**src/rtl/ifmap_write_controller.sv**
```systemverilog
// Write end of the IFMap circular scratchpad: pulls words from the input FIFO,
// writes them at the wrapping write pointer, and tracks occupancy and row boundaries.
module ifmap_write_controller #(
  parameter int POINTER_SIZE = 8,
  parameter int IFMAP_SIZE   = 16,
  parameter int DATA_WIDTH   = 16
) (
  input  logic                    clk_i,
  input  logic                    rst_ni,
  input  logic                    start_i,
  input  logic [POINTER_SIZE-1:0] row_len_i,
  input  logic [POINTER_SIZE-1:0] num_rows_i,
  input  logic                    in_valid_i,
  input  logic [DATA_WIDTH-1:0]   in_data_i,
  output logic                    in_ready_o,
  input  logic                    release_i,
  input  logic [POINTER_SIZE-1:0] release_cnt_i,
  output logic                    wr_en_o,
  output logic [POINTER_SIZE-1:0] wr_addr_o,
  output logic [DATA_WIDTH-1:0]   wr_data_o,
  output logic [POINTER_SIZE-1:0] write_pointer_o,
  output logic [POINTER_SIZE-1:0] len_counter_o,
  output logic                    row_end_o,
  output logic                    busy_o,
  output logic                    done_o,
  output logic                    underflow_err_o
);

  localparam logic [POINTER_SIZE-1:0] DEPTH = POINTER_SIZE'(IFMAP_SIZE);
  localparam logic [POINTER_SIZE-1:0] LAST  = POINTER_SIZE'(IFMAP_SIZE - 1);
  localparam logic [POINTER_SIZE-1:0] ONE   = POINTER_SIZE'(1);

  typedef enum logic [1:0] {IDLE, FILL, DONE} state_e;

  state_e state_q, state_d;

  logic [POINTER_SIZE-1:0] row_len_q, row_len_d;
  logic [POINTER_SIZE-1:0] num_rows_q, num_rows_d;
  logic [POINTER_SIZE-1:0] col_q, col_d;
  logic [POINTER_SIZE-1:0] row_q, row_d;
  logic [POINTER_SIZE-1:0] wp_q, wp_d;
  logic [POINTER_SIZE-1:0] len_q, len_d;
  logic                    uf_q, uf_d;

  logic                    accept;
  logic                    last_col;
  logic                    last_row;
  logic [POINTER_SIZE:0]   len_sum;
  logic [POINTER_SIZE:0]   rel_amt;

  assign accept   = in_valid_i && in_ready_o;
  assign last_col = (col_q == row_len_q - ONE);
  assign last_row = (row_q == num_rows_q - ONE);

  always_ff @(posedge clk_i or negedge rst_ni) begin
    if (!rst_ni) begin
      state_q <= IDLE;
    end else begin
      state_q <= state_d;
    end
  end

  always_comb begin
    state_d = state_q;
    unique case (state_q)
      IDLE: begin
        if (start_i) begin
          state_d = (row_len_i == '0 || num_rows_i == '0) ? DONE : FILL;
        end
      end
      FILL: begin
        if (row_end_o && last_row) begin
          state_d = DONE;
        end
      end
      DONE:    state_d = IDLE;
      default: state_d = IDLE;
    endcase
  end

  always_comb begin
    busy_o     = (state_q == FILL);
    done_o     = (state_q == DONE);
    in_ready_o = (state_q == FILL) && (len_q < DEPTH);
    wr_en_o    = accept;
    row_end_o  = accept && last_col;
  end

  assign wr_addr_o       = wp_q;
  assign wr_data_o       = in_data_i;
  assign write_pointer_o = wp_q;
  assign len_counter_o   = len_q;
  assign underflow_err_o = uf_q;

  // Occupancy is evaluated one bit wider so an over-release is detected and saturated.
  always_comb begin
    row_len_d  = row_len_q;
    num_rows_d = num_rows_q;
    col_d      = col_q;
    row_d      = row_q;
    wp_d       = wp_q;
    uf_d       = uf_q;
    len_sum    = {1'b0, len_q} + {{POINTER_SIZE{1'b0}}, accept};
    rel_amt    = release_i ? {1'b0, release_cnt_i} : '0;

    if (rel_amt > len_sum) begin
      len_d = '0;
      uf_d  = 1'b1;
    end else begin
      len_d = POINTER_SIZE'(len_sum - rel_amt);
    end

    if (state_q == IDLE && start_i) begin
      row_len_d  = row_len_i;
      num_rows_d = num_rows_i;
      col_d      = '0;
      row_d      = '0;
    end

    if (accept) begin
      wp_d = (wp_q == LAST) ? '0 : wp_q + ONE;
      if (last_col) begin
        col_d = '0;
        row_d = row_q + ONE;
      end else begin
        col_d = col_q + ONE;
      end
    end
  end

  always_ff @(posedge clk_i or negedge rst_ni) begin
    if (!rst_ni) begin
      row_len_q  <= '0;
      num_rows_q <= '0;
      col_q      <= '0;
      row_q      <= '0;
      wp_q       <= '0;
      len_q      <= '0;
      uf_q       <= 1'b0;
    end else begin
      row_len_q  <= row_len_d;
      num_rows_q <= num_rows_d;
      col_q      <= col_d;
      row_q      <= row_d;
      wp_q       <= wp_d;
      len_q      <= len_d;
      uf_q       <= uf_d;
    end
  end

endmodule

```
**config.mk**
```make
export PLATFORM = sky130hd
export DESIGN_NAME = ifmap_write_controller
export DESIGN_NICKNAME = d
export VERILOG_FILES = /design/src/rtl/ifmap_write_controller.sv
export SDC_FILE = /design/constraint.sdc
export NUM_CORES = 1
export LEC_CHECK = 0
export BUFFER_PORTS_ARGS = -buffer_cell sky130_fd_sc_hd__buf_2
export CAP_MARGIN = 40
export CORE_ASPECT_RATIO = 1.1
export CORE_UTILIZATION = 36
export DETAILED_ROUTE_END_ITERATION = 8
export PLACE_DENSITY_LB_ADDON = 0.12
export SYNTH_ARGS = -nofsm -noshare
export SYNTH_HDL_FRONTEND = slang
export SYNTH_SLANG_ARGS = --single-unit
```
**constraint.sdc**
```tcl
create_clock -name clk_i -period 3.49 [get_ports clk_i]
set_clock_uncertainty 0.2 [all_clocks]
set_input_delay 0.5235 -clock clk_i [delete_from_list [all_inputs] [get_ports clk_i]]
set_output_delay 0.5235 -clock clk_i [all_outputs]
set_load 0.01 [all_outputs]
```
==> out/qor.txt, run 1 <==
Status - complete, but fails checks
Failing checks - DRC
Clk sinks - 51
Clk_lat worst skew - 0.32 ns
# H-tree levels - 2
Fill count - 1022
Final wirelength - 8.671 mm
Core ar. - 0.009889 sq mm
Critical Path AT - 3.23 ns
Final period util - 0.9232
Post-synthesis register bit count - 51
Post-synth EDFFs - 0
Final hold violations - 0
Max Root-Sink Buffers - 2
DR pass1 iterations - 7
Maximum number of pins on one net before global-route repair - 52
Final count of pins violating max slew - 0
Hold-fix buffers, CTS - 0
Fmax - 310.4 MHz
Worst min path class - primary input to asynchronous set/reset pin
Num CTS Buffers - 5
GPL Wtd Cong - 0.8571
Reg area - 0.001277 sq mm
Number of DRC markers in iteration 0 - 146
Cell variety after synth - 60
Warning count from the yosys run - 0
Die Area - 0.01058 sq mm
Rel. slew slack - 0.4557
Main synth FF type - dfrtp_1
Initial antenna violation count - 0
Share of cells above drive strength 1 - 0.2123
Worst Max-Slew Pin Slew - 0.8145 ns
R2R depth - 13
Crit Path Class - flop to flop
# DRC - 8
Ys async rst share - 1.000
Via density - 5.154
CTS tree - built
I/O Pins - 91
Reg2reg start - len_counter_o[7]
CP max FO - 9
Area Growth Syn to Fin - 12.17%
Setup-failing EPs final - 0
Antenna cells - 0
Power, Total - 2.618 mW
Synth Instances - 428
Initial core utilization - 0.3702
First-pass GRT wire length - 14.51 mm
Avg WL per Cell - 14.67 um
Vias in the first global route - 2942
Slowest cell on crit path - dfrtp_2
Nets - 538
Footprint of the multi-input gates - 0.002116 sq mm
Via Count - 3046
Placed cells - 581
Critical Path Sink Type - flop
Post-Syn Area - 0.003661 sq mm
Port Buffer Count - 58
Fin cells - 591
Worst-path cell chain - nor4_4, and2_4, nand2_2, inv_2, ha_1, nand3_1, xnor2_2, ha_2, a21o_1, a211oi_1, a21oi_1, buf_4, or2_2
PwrDens - 637.6 mW/mm^2
Post-synthesis sequential area ratio - 0.3486
R2r setup slk - 0.27 ns
Final core occ - 0.4152
Final min period - 3.222 ns
Syn avg cell area - 8.554 sq um
Mapped Nets - 496
Setup_tns - 0 ns
Root Buffer - clkbuf_8
Max-cap viol count - 0
Clk slew on worst S/H paths - 0.10 ns
Worst vdd ir - 0.0002975 V
Hpwl dp - 6.589 mm
Cell row count - 38
Grt ovf - 0
CP startpoint kind - flop
GRT Overall Usage - 0.1730
Die width - 98.15 um
Final instance area - 0.004106 sq mm
RR Endpoint - underflow_err_o
Antenna Nets Post-Route - 0
Placed cell areas - 0.003941 sq mm
Req. time, crit path - 3.50 ns
Total leakage power - 2.126 nW
Die span in y - 107.8 um
Worst path max stage delay - 0.45 ns
==> worst max-delay path by stage <==
stage / startpoint / endpoint / slack, ns
finish: len_counter_o[7] / underflow_err_o / 0.27
global route: len_counter_o[7] / underflow_err_o / -0.02
CTS: len_counter_o[7] / len_counter_o[6] / 0.06
detailed placement: len_counter_o[7] / len_counter_o[6] / 0.08
global placement: len_counter_o[7] / len_counter_o[6] / 0.29
floorplan: len_counter_o[6] / len_counter_o[2] / 0.09
==> metal layers <==
metal / vias to the layer above / track usage / routed length, um
met4: 0 / 0.04584 / 95
met5: - / 0 / 0
met3: 7 / 0.03442 / 399
met1: 1438 / 0.2263 / 4226
met2: 83 / 0.2912 / 3949
li1: 1518 / - / -
==> flip-flops by register name, indices dropped and copies added, names as in the netlist <==
| register | cells |
|---|---|
| col_q | 8 |
| len_counter_o | 8 |
| num_rows_q | 8 |
| row_len_q | 8 |
| row_q | 8 |
| state_q | 2 |
| underflow_err_o | 1 |
| wr_addr_o | 8 |
==> cell usage in the layout (no fill, tap or decap), types with 3 or more instances in the layout <==
master / n
a21o_1: 6
a21oi_1: 5
a221oi_1: 3
a22oi_1: 3
and3_1: 9
buf_2: 58
buf_4: 10
clkbuf_8: 7
dfrtp_1: 50
ha_1: 21
inv_1: 24
mux2i_1: 7
nand2_1: 77
nand2b_1: 11
nand3_1: 20
nand3b_1: 3
nand4_1: 6
nor2_1: 23
nor2_2: 3
nor2b_1: 7
nor3_1: 14
nor4_1: 6
o21a_1: 3
o21ai_0: 10
or3_1: 5
xnor2_1: 20
xor2_1: 8
==> power breakdown <==
part / internal, mW / switching [mW] / leakage, nW
Combinational: 0.580 / 0.713 / 1.42
Sequential: 0.733 / 0.205 / 0.657
Clock: 0.181 / 0.207 / 0.0505
==> logic make-up after synthesis <==
kind of cell    count (synthesis)  share of synthesized area
mux                             8                    0.02222
xor+xnor                       31                    0.07416
buf+inv                        58                    0.08578
compound gates                 52                     0.1049
fa+ha+maj                      23                    0.08066
simple gates                  205                     0.2837
flops                          51                     0.3486
==> layout make-up <==
type	instances	area share
multi-input cells	319	0.5152
well taps	120	0.03656
repair buffers	68	0.08897
clock buffers	7	0.02346
clock inverters	1	0.001828
flip-flops and latches	51	0.3111
inverters	25	0.02285
==> per-stage QoR <==
stage | hold WS (ns) | worst slack, ns
4_1_cts | 0.1488 | 0.05983
3_3_place_gp | 0.2669 | 0.2897
3_5_place_dp | 0.2677 | 0.08399
2_1_floorplan | 0.02791 | 0.08629
6_report | 0.1139 | 0.2681
5_1_grt | 0.1831 | -0.01623
==> timing repair <==
action                     in CTS  in global routing
setup endpoints to repair       0                  9
gates resized for setup         0                 11
setup buffers                   0                  2
==> synthesized netlist by cell type, drive strengths merged (2+ instances only) <==
library cell  number  area share
nand2             79       0.082
dfrtp             51        0.35
buf               27       0.054
nor2              26       0.028
inv               25       0.026
ha                22       0.075
xnor2             21       0.050
nand3             20       0.027
nor3              15       0.024
nand2b            11       0.019
o21ai             11       0.015
xor2              10       0.024
and3               9       0.015
nor4               8       0.018
mux2i              7       0.019
nor2b              7       0.012
a21o               6       0.012
a21oi              6      0.0092
clkbuf             6      0.0062
nand4              6       0.010
or3                5      0.0085
and2               4      0.0068
a21boi             3      0.0092
a221oi             3      0.0072
a22oi              3      0.0062
nand3b             3      0.0062
o21a               3      0.0062
or2                3      0.0051
a221o              2      0.0055
a22o               2      0.0048
a31oi              2      0.0034
nor3b              2      0.0041
o211a              2      0.0055
or2b               2      0.0041
==> critical path: cells and delay by family (launching register included) <==
kind,cells,cell delay [ns]
buf+inv,2,0.24
xor+xnor,1,0.21
flops,1,0.45
simple gates,5,0.94
fa+ha+maj,2,0.58
compound gates,3,0.48
Note: power is estimated with default switching activity, not from simulation.
==> run 2, diff against run 1 <==
--- a/config.mk
+++ b/config.mk
@@ -5,6 +5,7 @@
 export SDC_FILE = /design/constraint.sdc
 export NUM_CORES = 1
 export LEC_CHECK = 0
+export ABC_AREA = 1
 export BUFFER_PORTS_ARGS = -buffer_cell sky130_fd_sc_hd__buf_2
 export CAP_MARGIN = 40
 export CORE_ASPECT_RATIO = 1.1
==> run 2 against run 1 <==
The run now ends clean; sequential share of layout area increased by 0.17 points; count of clock-buffer cells in the layout decreased by 1; clock power increased by 13%; routed wire length decreased by 3.0%; utilization decreased by 0.46 points; largest power group unchanged; combinational power decreased by 16%; highest routed layer unchanged.
==> out/qor.txt, run 2 <==
Antenna cells - 0
Rel. slew slack - 0.4709
Commonest cells in the synthesized netlist - 131 x nand2_1, 60 x inv_1, 51 x dfrtp_1, 35 x nand3_1, 28 x nor2_1
Req. time, crit path - 3.50 ns
CP startpoint kind - flop
RSZ-0062 raised after global routing - false
Syn avg cell area - 7.469 sq um
GRT Overall Usage - 0.1666
Worst vdd ir - 0.0003476 V
Critical Path Sink Type - flop
Nets - 603
Critical Path AT - 3.19 ns
Setup_tns - 0 ns
Fill count - 1039
RR Endpoint - underflow_err_o
Post-Syn Area - 0.003712 sq mm
Max-cap viol count - 0
Avg WL per Cell - 12.82 um
Vias in the first global route - 2983
Sw Pwr - 0.9989 mW
Area Growth Syn to Fin - 9.909%
Reg2reg start - len_counter_o[6]
Sequential Power Share - 0.365
Maximum number of pins on one net before global-route repair - 35
Max Root-Sink Buffers - 2
Power, Total - 2.389 mW
Share of cells above drive strength 1 - 0.1884
Final count of pins violating max slew - 0
Status - finished, final reports clean
Warning count from the yosys run - 0
# H-tree levels - 2
Final WS setup - 0.3159 ns
CP max FO - 9
Clock Power Share - 0.184
Core ar. - 0.009937 sq mm
Die width - 98.82 um
Top cells by area, synth - dfrtp_1 34%, nand2_1 13%, ha_1 7.4%
Number of DRC markers in iteration 0 - 153
GPL Wtd Cong - 0.8485
# DRC - 0
Worst Setup SP - len_counter_o[6]
Final min period - 3.174 ns
Clk_lat worst skew - 0.31 ns
R2r setup slk - 0.32 ns
Total leakage power - 2.128 nW
Comb power frac - 0.451
Ys async rst share - 1.000
Commonest non-fill, non-tap cell in the layout - nand2_1
Port Buffer Count - 58
Sw Share - 0.4182
First-pass GRT wire length - 14.15 mm
Cell variety after synth - 34
Grt ovf - 0
Worst min path class - primary input to asynchronous set/reset pin
Initial antenna violation count - 0
DR pass1 iterations - 4
Antenna Nets Post-Route - 0
Final wirelength - 8.410 mm
Mapped Nets - 565
Main synth FF type - dfrtp_1
Fmax - 315.0 MHz
Via Count - 3035
Worst Max-Slew Pin Slew - 0.7937 ns
Synth Instances - 497
PwrDens - 585.4 mW/mm^2
Clk sinks - 51
Hpwl dp - 6.710 mm
Die Area - 0.01072 sq mm
Clk slew on worst S/H paths - 0.10 ns
Root Buffer - clkbuf_8
Post-synthesis register bit count - 51
I/O Pins - 91
Initial core utilization - 0.3736
Setup-failing EPs final - 0
Final period util - 0.9095
Final hold violations - 0
Internal power - 1.390 mW
CTS tree - built
R2R depth - 14
Post-synthesis sequential area ratio - 0.3438
Cell row count - 38
Reg area - 0.001276 sq mm
Via density - 4.627
Die span in y - 108.5 um
Num CTS Buffers - 5
Setup WS pre-CTS - 0.3044 ns
Synth area leader - dfrtp_1
Crit Path Class - flop to flop
Footprint of the multi-input gates - 0.001956 sq mm
Post-synth EDFFs - 0
Count leader, synth - nand2_1
Synth top area share - 0.3438
Most frequent cells in the layout - 130 x nand2_1, 60 x inv_1, 58 x buf_2
## run 2: repair_timing
action / in CTS / in global routing
hold buffers: 0 / 0
buffers inserted: 0 / 0
setup endpoints to repair: 0 / 1
resized for setup: 0 / 1
## run 2: layout make-up
type,instances,area share
Clock inverter,2,0.008586
Sequential cell,51,0.3128
Timing Repair Buffer,61,0.07666
Inverter,70,0.06562
Tap cell,120,0.03680
Multi-Input combinational cell,346,0.4793
Clock buffer,6,0.02024
## run 2: worst max path at each step
stage / to
2_1_floorplan: underflow_err_o
3_3_place_gp: underflow_err_o
3_5_place_dp: underflow_err_o
4_1_cts: underflow_err_o
5_1_grt: len_counter_o[6]
6_report: underflow_err_o
## run 2: cell families after synthesis
family | synth area share
and+or+nand+nor | 0.2787
buffers and inverters | 0.1308
AOI/OAI and AO/OA | 0.07988
DFF | 0.3438
xor gates and xnor gates | 0.08729
adders and majority gates | 0.07954
## run 2: routing by layer
layer | wire (um) | up-vias | part of all wire | GRT usage
met1 | 4016 | 1348 | 0.48 | 0.2090
met3 | 318 | 7 | 0.038 | 0.03103
met2 | 3974 | 47 | 0.47 | 0.2902
li1 | - | 1633 | - | -
met5 | 0 | - | 0 | 0
met4 | 100 | 0 | 0.012 | 0.05117
## run 2: power groups by stage
stage                     registers, mW  logic [mW]  clock network (mW)
after floorplan                   0.882       0.810                   0
after global placement            0.882        1.09                   0
after CTS                         0.877        1.09               0.457
final                             0.871        1.08               0.440
after detailed placement          0.888        1.09                   0
after global routing              0.899        1.25               0.476
## run 2: critical path, cell delays in order, from the launching register on
cell	delay (ns)
dfrtp_1	0.42
or2_0	0.24
nor3_2	0.12
and2_4	0.19
ha_1	0.18
nand3_1	0.11
nand3b_1	0.23
nor3_1	0.25
xnor2_1	0.17
ha_1	0.30
nand2_1	0.10
nor2_1	0.06
a21oi_1	0.17
nand2_2	0.14
a21o_1	0.18
## run 2: metrics by stage
stage	hold slack [ns]	cell area (sq um)	std cells	util
2_1_floorplan	0.02791	3712	497	-
3_3_place_gp	0.2438	3960	648	0.3985
3_5_place_dp	0.2519	3960	648	0.3985
4_1_cts	0.1198	4078	656	0.4104
5_1_grt	0.1591	4080	656	0.4106
6_report	0.09143	4080	656	0.4106
==> run 3, diff against run 2 <==
--- a/config.mk
+++ b/config.mk
@@ -6,7 +6,7 @@
 export NUM_CORES = 1
 export LEC_CHECK = 0
 export ABC_AREA = 1
-export BUFFER_PORTS_ARGS = -buffer_cell sky130_fd_sc_hd__buf_2
+export BUFFER_PORTS_ARGS = -buffer_cell sky130_fd_sc_hd__clkbuf_2
 export CAP_MARGIN = 40
 export CORE_ASPECT_RATIO = 1.1
 export CORE_UTILIZATION = 36
==> run 3 against run 2 <==
Sequential share of layout area is 0.29 points lower; sequential cell count unchanged; clock power is 1% lower; combinational power hardly changed; global-route usage increased by 0.065 points; sequential power increased by 0.8%; count of clock-buffer cells in the layout unchanged; first-iteration DRC count shrank 39%; non-clock buffer count is 2 higher.
==> out/qor.txt, run 3 (same netlist as run 2, synthesis figures left out) <==
Number of DRC markers in iteration 0 - 94
Final hold violations - 0
Via Count - 3130
Nets - 605
Final min period - 3.194 ns
Setup WS pre-CTS - 0.2875 ns
RSZ-0062 raised after global routing - false
Post-CTS setup buffer count - 0
CTS tree - built
Crit Path Class - flop to flop
Cell row count - 38
R2R depth - 14
PwrDens - 585.4 mW/mm^2
Num CTS Buffers - 5
Antenna cells - 0
Clk_lat worst skew - 0.30 ns
Grt ovf - 0
Worst min path class - primary input to flop
Req. time, crit path - 3.49 ns
CP startpoint kind - flop
Maximum number of pins on one net before global-route repair - 24
Rel. slew slack - 0.6251
Final period util - 0.9151
Clk slew on worst S/H paths - 0.10 ns
First-pass GRT wire length - 14.11 mm
Max-cap viol count - 0
Hpwl dp - 6.929 mm
Worst vdd ir - 0.0002687 V
Setup_tns - 0 ns
Initial core utilization - 0.3736
Worst Hold Depth - 3
Die span in y - 108.5 um
Area Growth Syn to Fin - 10.92%
Status - finished, final reports clean
Total leakage power - 2.150 nW
Root Buffer - clkbuf_8
Antenna Nets Post-Route - 0
# DRC - 0
Share of cells above drive strength 1 - 0.1896
Avg WL per Cell - 12.95 um
Most frequent cells in the layout - 130 x nand2_1, 60 x inv_1, 58 x clkbuf_2
Final count of pins violating max slew - 0
Vias in the first global route - 3031
Core ar. - 0.009937 sq mm
Power, Total - 2.411 mW
Fmax - 313.1 MHz
Final Hold Slack - 0.2404 ns
Initial antenna violation count - 0
Final wirelength - 8.524 mm
Commonest non-fill, non-tap cell in the layout - nand2_1
Clk sinks - 51
Port Buffer Count - 58
Die width - 98.82 um
Die Area - 0.01072 sq mm
Via density - 4.757
Final WS setup - 0.2963 ns
Setup-failing EPs final - 0
I/O Pins - 91
GPL Wtd Cong - 0.8735
CP max FO - 9
DR pass1 iterations - 4
Worst Max-Slew Pin Slew - 0.5623 ns
# H-tree levels - 2
Max Root-Sink Buffers - 2
Critical Path Sink Type - flop
GRT Overall Usage - 0.1672
Critical Path AT - 3.20 ns
==> run 3: cell types whose count changed in the layout (fill, tap and decap cells not counted) <==
cell	previous run	this run
buf_16	0	1
clkbuf_2	0	58
buf_2	58	0
dlygate4sd3_1	0	1
==> run 3: per-layer routing <==
metal  vias to the layer above  global-route usage  routed length, um
met4                         0             0.05864                145
met1                      1422              0.2000               3952
li1                       1627                   -                  -
met2                        67              0.3012               4068
met5                         -                   0                  0
met3                        14             0.02973                357
==> run 3: per-stage QoR <==
| stage | cell area, sq um | cells | utilization |
|---|---|---|---|
| 3_5_place_dp | 3988 | 649 | 0.4013 |
| 2_1_floorplan | 3712 | 497 | - |
| 3_3_place_gp | 3960 | 648 | 0.3985 |
| 4_1_cts | 4115 | 658 | 0.4141 |
| 6_report | 4118 | 658 | 0.4144 |
| 5_1_grt | 4118 | 658 | 0.4144 |
==> run 3: path summary, 6_finish.rpt <==
check,startpoint,endpoint,slack (ns)
setup / recovery,len_counter_o[6],underflow_err_o,0.30
hold / removal,row_len_i[5],row_len_q[5],0.24
setup reg to reg,len_counter_o[6],underflow_err_o,0.30
hold reg to reg,underflow_err_o,underflow_err_o,0.27
max in group asynchronous,rst_ni,len_counter_o[6],1.79
min in group asynchronous,rst_ni,num_rows_q[2],0.53
==> run 3: cell type report <==
type	count	area [sq um]
fillers	1046	5819
inverters	70	267.8
clock inverters	2	35.03
multi-input cells	346	1956
repair buffers	63	350.3
clock buffers	6	82.58
flip-flops and latches	51	1276
well taps	120	150.1
==> run 3: worst max-delay path, cell delays in order (launching register included) <==
cell and delay (ns):
dfrtp_1 0.41, or2_0 0.25, nor3_2 0.13, and2_4 0.20
ha_1 0.19, nand3_1 0.11, nand3b_1 0.23, nor3_1 0.22
xnor2_1 0.18, ha_1 0.31, nand2_1 0.10, o21ai_0 0.08
a21oi_1 0.15, nand2_2 0.14, a21o_1 0.18
==> run 3: what timing repair did <==
| action | 4_1_cts | 5_1_grt |
|---|---|---|
| endpoints found under the hold margin | 16 | 0 |
| endpoints found under the setup margin | 0 | 1 |
| hold buffers | 1 | 0 |
| resized for setup | 0 | 1 |
==> run 3: power breakdown <==
group	switching (mW)	total (mW)	leakage [nW]	internal [mW]
clock	0.202	0.434	0.0612	0.232
sequential	0.161	0.878	0.597	0.718
combinational	0.654	1.10	1.49	0.444
